**config.mk**
```make
export PLATFORM = sky130hd
export DESIGN_NAME = leitor_historico_memoria
export DESIGN_NICKNAME = d
export VERILOG_FILES = /design/src/rtl/leitor_historico_memoria.sv
export SDC_FILE = /design/constraint.sdc
export NUM_CORES = 1
export LEC_CHECK = 0
export CORE_ASPECT_RATIO = 1.2
export CORE_MARGIN = 2
export CORE_UTILIZATION = 53
export DETAILED_ROUTE_END_ITERATION = 10
export HOLD_SLACK_MARGIN = 0.08
export PLACE_DENSITY = 0.79
export SLEW_MARGIN = 20
export SYNTH_ARGS = -nofsm -noshare
export SYNTH_HDL_FRONTEND = slang
export SYNTH_SLANG_ARGS = --single-unit
```
**constraint.sdc**
```tcl
create_clock -name clk -period 2.65 [get_ports clk]
set_clock_uncertainty 0.1 [all_clocks]
set_input_delay 0.53 -clock clk [delete_from_list [all_inputs] [get_ports clk]]
set_output_delay 0.53 -clock clk [all_outputs]
set_load 0.03 [all_outputs]
```
**src/rtl/leitor_historico_memoria.sv**
```systemverilog
// Ring history of committed ALU results with indexed recall (index 0 = newest).
// Optional LEITOR_HISTORICO_PROTECAO_EN: reject stores when full and pulse erro_escrita.
module leitor_historico_memoria #(
    parameter int unsigned LARGURA      = 8,
    parameter int unsigned PROFUNDIDADE = 4,
    parameter int unsigned IW           = $clog2(PROFUNDIDADE)
) (
    input  logic               clk,
    input  logic               rst,
    input  logic               gravar,
    input  logic [LARGURA-1:0] resultado_entrada,
    input  logic               limpar,
    input  logic               ler_req,
    input  logic [IW-1:0]      ler_indice,
    input  logic               ler_ack,
    output logic [LARGURA-1:0] operando_saida,
    output logic               operando_valido,
    output logic               erro_leitura,
    output logic               ocupado,
    output logic [IW:0]        contagem,
    output logic               vazio,
`ifdef LEITOR_HISTORICO_PROTECAO_EN
    output logic               erro_escrita,
`endif
    output logic               cheio
);

    localparam logic [IW:0] CONTAGEM_MAX = (IW+1)'(PROFUNDIDADE);

    typedef enum logic [1:0] {
        OCIOSO  = 2'd0,
        BUSCA   = 2'd1,
        ENTREGA = 2'd2
    } estado_t;

    estado_t            estado;
    logic [LARGURA-1:0] mem [PROFUNDIDADE];
    logic [IW-1:0]      wptr;
    logic [IW-1:0]      wptr_nxt;
    logic [IW:0]        contagem_nxt;
    logic [IW-1:0]      indice_lat;
    logic [IW-1:0]      end_leitura;
    logic               cheio_int;
    logic               grava_ok;

    // Write acceptance and next pointer/count; limpar overrides any store.
    always_comb begin
        cheio_int = (contagem == CONTAGEM_MAX);
`ifdef LEITOR_HISTORICO_PROTECAO_EN
        grava_ok  = gravar && !limpar && !cheio_int;
`else
        grava_ok  = gravar && !limpar;
`endif
        wptr_nxt     = wptr;
        contagem_nxt = contagem;
        if (limpar) begin
            wptr_nxt     = '0;
            contagem_nxt = '0;
        end else if (grava_ok) begin
            wptr_nxt = wptr + IW'(1);
            if (!cheio_int) begin
                contagem_nxt = contagem + (IW+1)'(1);
            end
        end
    end

    // Entry k sits k slots behind the newest; IW-bit arithmetic wraps the ring.
    assign end_leitura = wptr - IW'(1) - indice_lat;

    always_ff @(posedge clk) begin
        if (grava_ok) begin
            mem[wptr] <= resultado_entrada;
        end
    end

    always_ff @(posedge clk) begin
        if (rst) begin
            wptr     <= '0;
            contagem <= '0;
            vazio    <= 1'b1;
            cheio    <= 1'b0;
        end else begin
            wptr     <= wptr_nxt;
            contagem <= contagem_nxt;
            vazio    <= (contagem_nxt == '0);
            cheio    <= (contagem_nxt == CONTAGEM_MAX);
        end
    end

`ifdef LEITOR_HISTORICO_PROTECAO_EN
    always_ff @(posedge clk) begin
        if (rst) begin
            erro_escrita <= 1'b0;
        end else begin
            erro_escrita <= gravar && !limpar && cheio_int;
        end
    end
`endif

    // Recall FSM; the BUSCA lookup sees the array before any same-cycle store.
    always_ff @(posedge clk) begin
        if (rst) begin
            estado          <= OCIOSO;
            indice_lat      <= '0;
            operando_saida  <= '0;
            operando_valido <= 1'b0;
            erro_leitura    <= 1'b0;
            ocupado         <= 1'b0;
        end else begin
            erro_leitura <= 1'b0;
            if (limpar) begin
                estado          <= OCIOSO;
                operando_valido <= 1'b0;
                ocupado         <= 1'b0;
            end else begin
                case (estado)
                    OCIOSO: begin
                        if (ler_req) begin
                            indice_lat <= ler_indice;
                            estado     <= BUSCA;
                            ocupado    <= 1'b1;
                        end
                    end
                    BUSCA: begin
                        if ({1'b0, indice_lat} < contagem) begin
                            operando_saida  <= mem[end_leitura];
                            operando_valido <= 1'b1;
                            estado          <= ENTREGA;
                        end else begin
                            operando_saida <= '0;
                            erro_leitura   <= 1'b1;
                            estado         <= OCIOSO;
                            ocupado        <= 1'b0;
                        end
                    end
                    ENTREGA: begin
                        if (ler_ack) begin
                            operando_valido <= 1'b0;
                            estado          <= OCIOSO;
                            ocupado         <= 1'b0;
                        end
                    end
                    default: begin
                        estado  <= OCIOSO;
                        ocupado <= 1'b0;
                    end
                endcase
            end
        end
    end

endmodule

```
# Yosys cells after proc, flatten, opt, wreduce, memory -nomap -nowiden
# Memory sizes are Yosys's and may differ from the RTL's.
# Cells that the tools add are included.
# W data, S select, Z words.
# totals
reg_bits,22
latchBits,0
ram_bits,32
mem_bits_ro,0
input_bits,16
out_inout_bits,16
wordCells,55
memories,1
# classes
add_sub_neg,4
mul,0
n_div,0
n_lt_le_gt_ge,1
n_eq_ne,8
n_shift,0
n_mux,17
bitwise,2
n_reduce_logical,12
# memory_table
name,words,width,read_ports,rd_ports_with_merged_regs,write_ports,line_no,rtl
mem,4,8,1,0,1,37,logic [LARGURA-1:0] mem [PROFUNDIDADE];
# ops
operator,count
$mux W3,3
$reduce_and A3 Y1,3
$mux W8,1
$ne A2 B2 Y1 const B,4
$mux W1,7
$eq A3 B3 Y1 const B,2
$mux W2,3
$pmux W2 S3,1
$reduce_and A2 Y1,2
$add A3 B1 Y3 const B,1
$logic_not A3 Y1,1
$lt A2 B3 Y1,1
$pmux W1 S3,1
$reduce_or A3 Y1,1
$add A2 B1 Y2 const B,1
$eq A2 B1 Y1 const B,1
$eq A2 B2 Y1 const B,1
$logic_not A2 Y1,1
$not A1 Y1,2
$pmux W1 S2,1
$reduce_bool A2 Y1,1
$reduce_or A2 Y1,1
$sub A2 B1 Y2 const B,1
$sub A2 B2 Y2,1
other kinds (2),2

# Logic depth before layout (Yosys ltp)
# logic_depth
word_depth,5
ltp_mapped,6
depth_no_buf,6

# Worst setup path after synthesis
# OpenSTA, ideal clock, no wires.
# synth_timing
path_kind,register -> register
from,reg wptr[0]
to,reg operando_saida[5]
arrival_time_ns,1.658
t_required_ns,2.433
setup_slack_ns,0.774
path_stages_with_launch,6
n_path_buf,1
synth_period_minus_slack_ns,1.876
cell_sequence,dfxtp_1 -> ha_1 -> buf_6 -> mux4_1 -> nand2b_1 -> a32o_1
# synth_via
elab_chain_cells,4
# synth_lines
item,line_no,rtl
"start, declared",38,logic [IW-1:0] wptr;
"start signal, assigned",83,wptr <= wptr_nxt;
$sub A2 B1 Y2,68,assign end_leitura = wptr - IW'(1) - indice_lat;
$sub A2 B2 Y2,68,
$mem_v2 Z4 W8,n/a,
$mux W8,125,"if ({1'b0, indice_lat} < contagem) begin"
"end signal, assigned",126,operando_saida <= mem[end_leitura];
"end, declared",16,"output logic [LARGURA-1:0] operando_saida,"
# No other way between the ends.
# A chain may end at the register's enable or synchronous reset.

# Worst setup path after layout
# layout_timing
from,reg wptr[0]
to,reg operando_saida[6]
# The elaborated chain is that of the path after synthesis.

==> reports/results.ini <==
[run_status]
outcome = completed

[final_layout]
final_common_cell = edfxtp_1
antennaDiodeCount = 0
finish.net_count = 202
nFillCells = 286
final_cell_mix = 32 x edfxtp_1, 31 x clkdlybuf4s50_1, 22 x dfxtp_1, 12 x nor2_1
syn2layout_area_growth_pct = 21.6
layout-drive-gt1-share_pct = 10.1
utilization_pct = 67.5
multiInputGateArea_um2 = 738
seqCellArea_um2 = 1400

[setup_path]
required_ps = 2750
crit_end = operando_saida[6]
startpoint_type = flop
worstPathMaxFanout = 7
crit_slowest_cell = mux4_1
r2r_start = wptr[0]
rr_endpoint = operando_saida[6]
worst-r2r-setup-slack_ps = 490
worstRegToRegCells = 5
critPathMaxStageDelay_ps = 390
critical_path_class = flop to flop
cp_data_arrival_time_ps = 2260
cp_cell_sequence = ha_1 -> xnor2_2 -> xor2_2 -> mux4_1 -> a22o_2
crit_start = wptr[0]
endpoint_kind = flop

[route]
wire_per_inst_um = 16.8
dr.first_iter.drc_count = 53
via_per_inst = 5.36
drc = 0
antenna_left = 0
vias = 1248
wl_um = 3910
first_pass_iters = 4

[yosys]
syn_area_um2 = 2190
netlist_instances = 142
synthArstFlopShare_pct = 0
synth.avg_cell_area_um2 = 15.4
ys_types = 33
ys_warn_count = 0
yosysSeqAreaShare_pct = 64.0
syn_nets = 166
synth-edff-count = 32
synth_seq_cells = 54
ys.flop_type = edfxtp_1

[die]
row_count = 25
initial_utilization_pct = 55.5
fp.coreArea_um2 = 3940
io_pins = 32
dieHeight_um = 74.4
dieArea_um2 = 4660
die_w_um = 62.7

[timing]
fin_crit_sh_pct = 81.5
fmax_ghz = 0.463
period_needed_ps = 2160
setup_slack_ps = 490
maxSlewViolCount = 0
max_slew.worst_pin.slew_ps = 645
holdWs_ps = 376
setup_viol = 0
hold_violations = 0
max-slew-margin-rel_pct = 56.4
fin_setup_tns_ps = 0
rsz0062_at_grt = false

[global_routing]
grt_pass1_vias = 1315
grt_pass1_wl_um = 6350
antenna_found_initial = 0
grt.total_usage_pct = 18.8
grt_max_degree = 17
overflow = 0

[clock_network]
clock-sinks = 54
cts_resized = 0
numCtsBuffers = 5
holdBufCountCts = 0
clockBufferDepth = 2
cts_root_buf = clkbuf_8
cts_setup_buffers = 0
worstSkewPairLatency_ps = 300
htreeDepth = 2
cts_tree = built
clk_pin_slew_ps = 90

[power]
swShare_pct = 20.4
power.internal_mw = 1.25
power.density_nw_per_um2 = 591
p_leak_nw = 0.970
ir_worst_vdd_uv = 356
pwr-share-seq_pct = 58.1
power.share.combinational_pct = 8.6
switching_power_uw = 321
pwr-share-clk_pct = 33.3

[flow_run]
maxCapViolations = 0

[placed_design]
preCtsSetupSlack_ps = 376
port_buffers = 31
gp_congestion = 0.783
dpl.hpwl_um = 3030

[hold_path]
hold_class = flop to flop

==> state kept, by name (all words and copies together) (netlist names) <==
signal	cells
cheio	1
contagem	3
erro_leitura	1
estado	2
indice_lat	2
mem	32
ocupado	1
operando_saida	8
operando_valido	1
vazio	1
wptr	2
==> power by group through the flow <==
| stage | sequential [mW] | combinational [mW] | clock [mW] |
|---|---|---|---|
| after floorplan | 0.938 | 0.0755 | 0 |
| after global placement | 0.932 | 0.128 | 0 |
| after CTS | 0.914 | 0.135 | 0.532 |
| after detailed placement | 0.933 | 0.135 | 0 |
| final | 0.914 | 0.135 | 0.524 |
| after global routing | 0.916 | 0.146 | 0.566 |
==> kinds of logic after synthesis <==
family | after synthesis | share of synthesized area (%)
multiplexers | 13 | 11.9
AO/OA/AOI/OAI | 22 | 7.66
XOR/XNOR | 4 | 2.29
buffers and inverters | 11 | 2.23
flip-flops | 54 | 64.0
AND/OR/NAND/NOR | 30 | 7.32
adder cells (fa/ha/maj) | 8 | 4.57
==> metrics by stage <==
stage          instances  cell area (um2)  total power [mW]
6_report             233             2660              1.57
5_1_grt              233             2660              1.63
4_1_cts              233             2660              1.58
3_5_place_dp         225             2550              1.07
3_3_place_gp         225             2550              1.06
2_1_floorplan        142             2190              1.01
==> worst min path at each step <==
| stage | from | endpoint | slack, ps | cells after the start |
|---|---|---|---|---|
| after floorplan | estado[0] | erro_leitura | 410 | 2 |
| after global placement | operando_saida[5] | operando_saida[5] | 350 | 1 |
| after detailed placement | operando_saida[5] | operando_saida[5] | 360 | 1 |
| after CTS | operando_saida[5] | operando_saida[5] | 380 | 1 |
| after global routing | operando_saida[5] | operando_saida[5] | 400 | 1 |
| final | operando_saida[5] | operando_saida[5] | 380 | 1 |
==> area by class of cell <==
class / instances / area share (%)
clock buffers: 6 / 2.73
clock inverters: 2 / 1.27
inverters: 8 / 1.13
multi-input cells: 77 / 27.7
flip-flops and latches: 54 / 52.7
well taps: 54 / 2.54
repair buffers: 32 / 11.9
==> synthesized netlist by cell type (3+ instances only) <==
cell type  number  area, um2
inv_1           8       30.0
and2_1          4       25.0
mux2i_1         5       50.1
dfxtp_1        22        440
ha_1            8        100
nor2b_1         4       25.0
mux4_1          8        210
nor3_1          3       15.0
nor2_1         12       45.0
a22o_2          7       70.1
edfxtp_1       32        961
a21oi_1         6       30.0
==> layer usage <==
layer | global-route usage (%) | vias up | routed length [um]
li1 | - | 612 | -
met1 | 21.5 | 591 | 1640
met2 | 33.1 | 36 | 2010
met3 | 4.84 | 9 | 169
met4 | 10.1 | 0 | 93
met5 | 0 | - | 0
==> worst max-delay path, delay by kind of cell, from the launching register on <==
family	cells	cell delay (ps)
XOR/XNOR	2	690
multiplexers	1	390
flip-flops	1	380
adder cells (fa/ha/maj)	1	260
AO/OA/AOI/OAI	1	240
(Power assumes the default switching activity.)
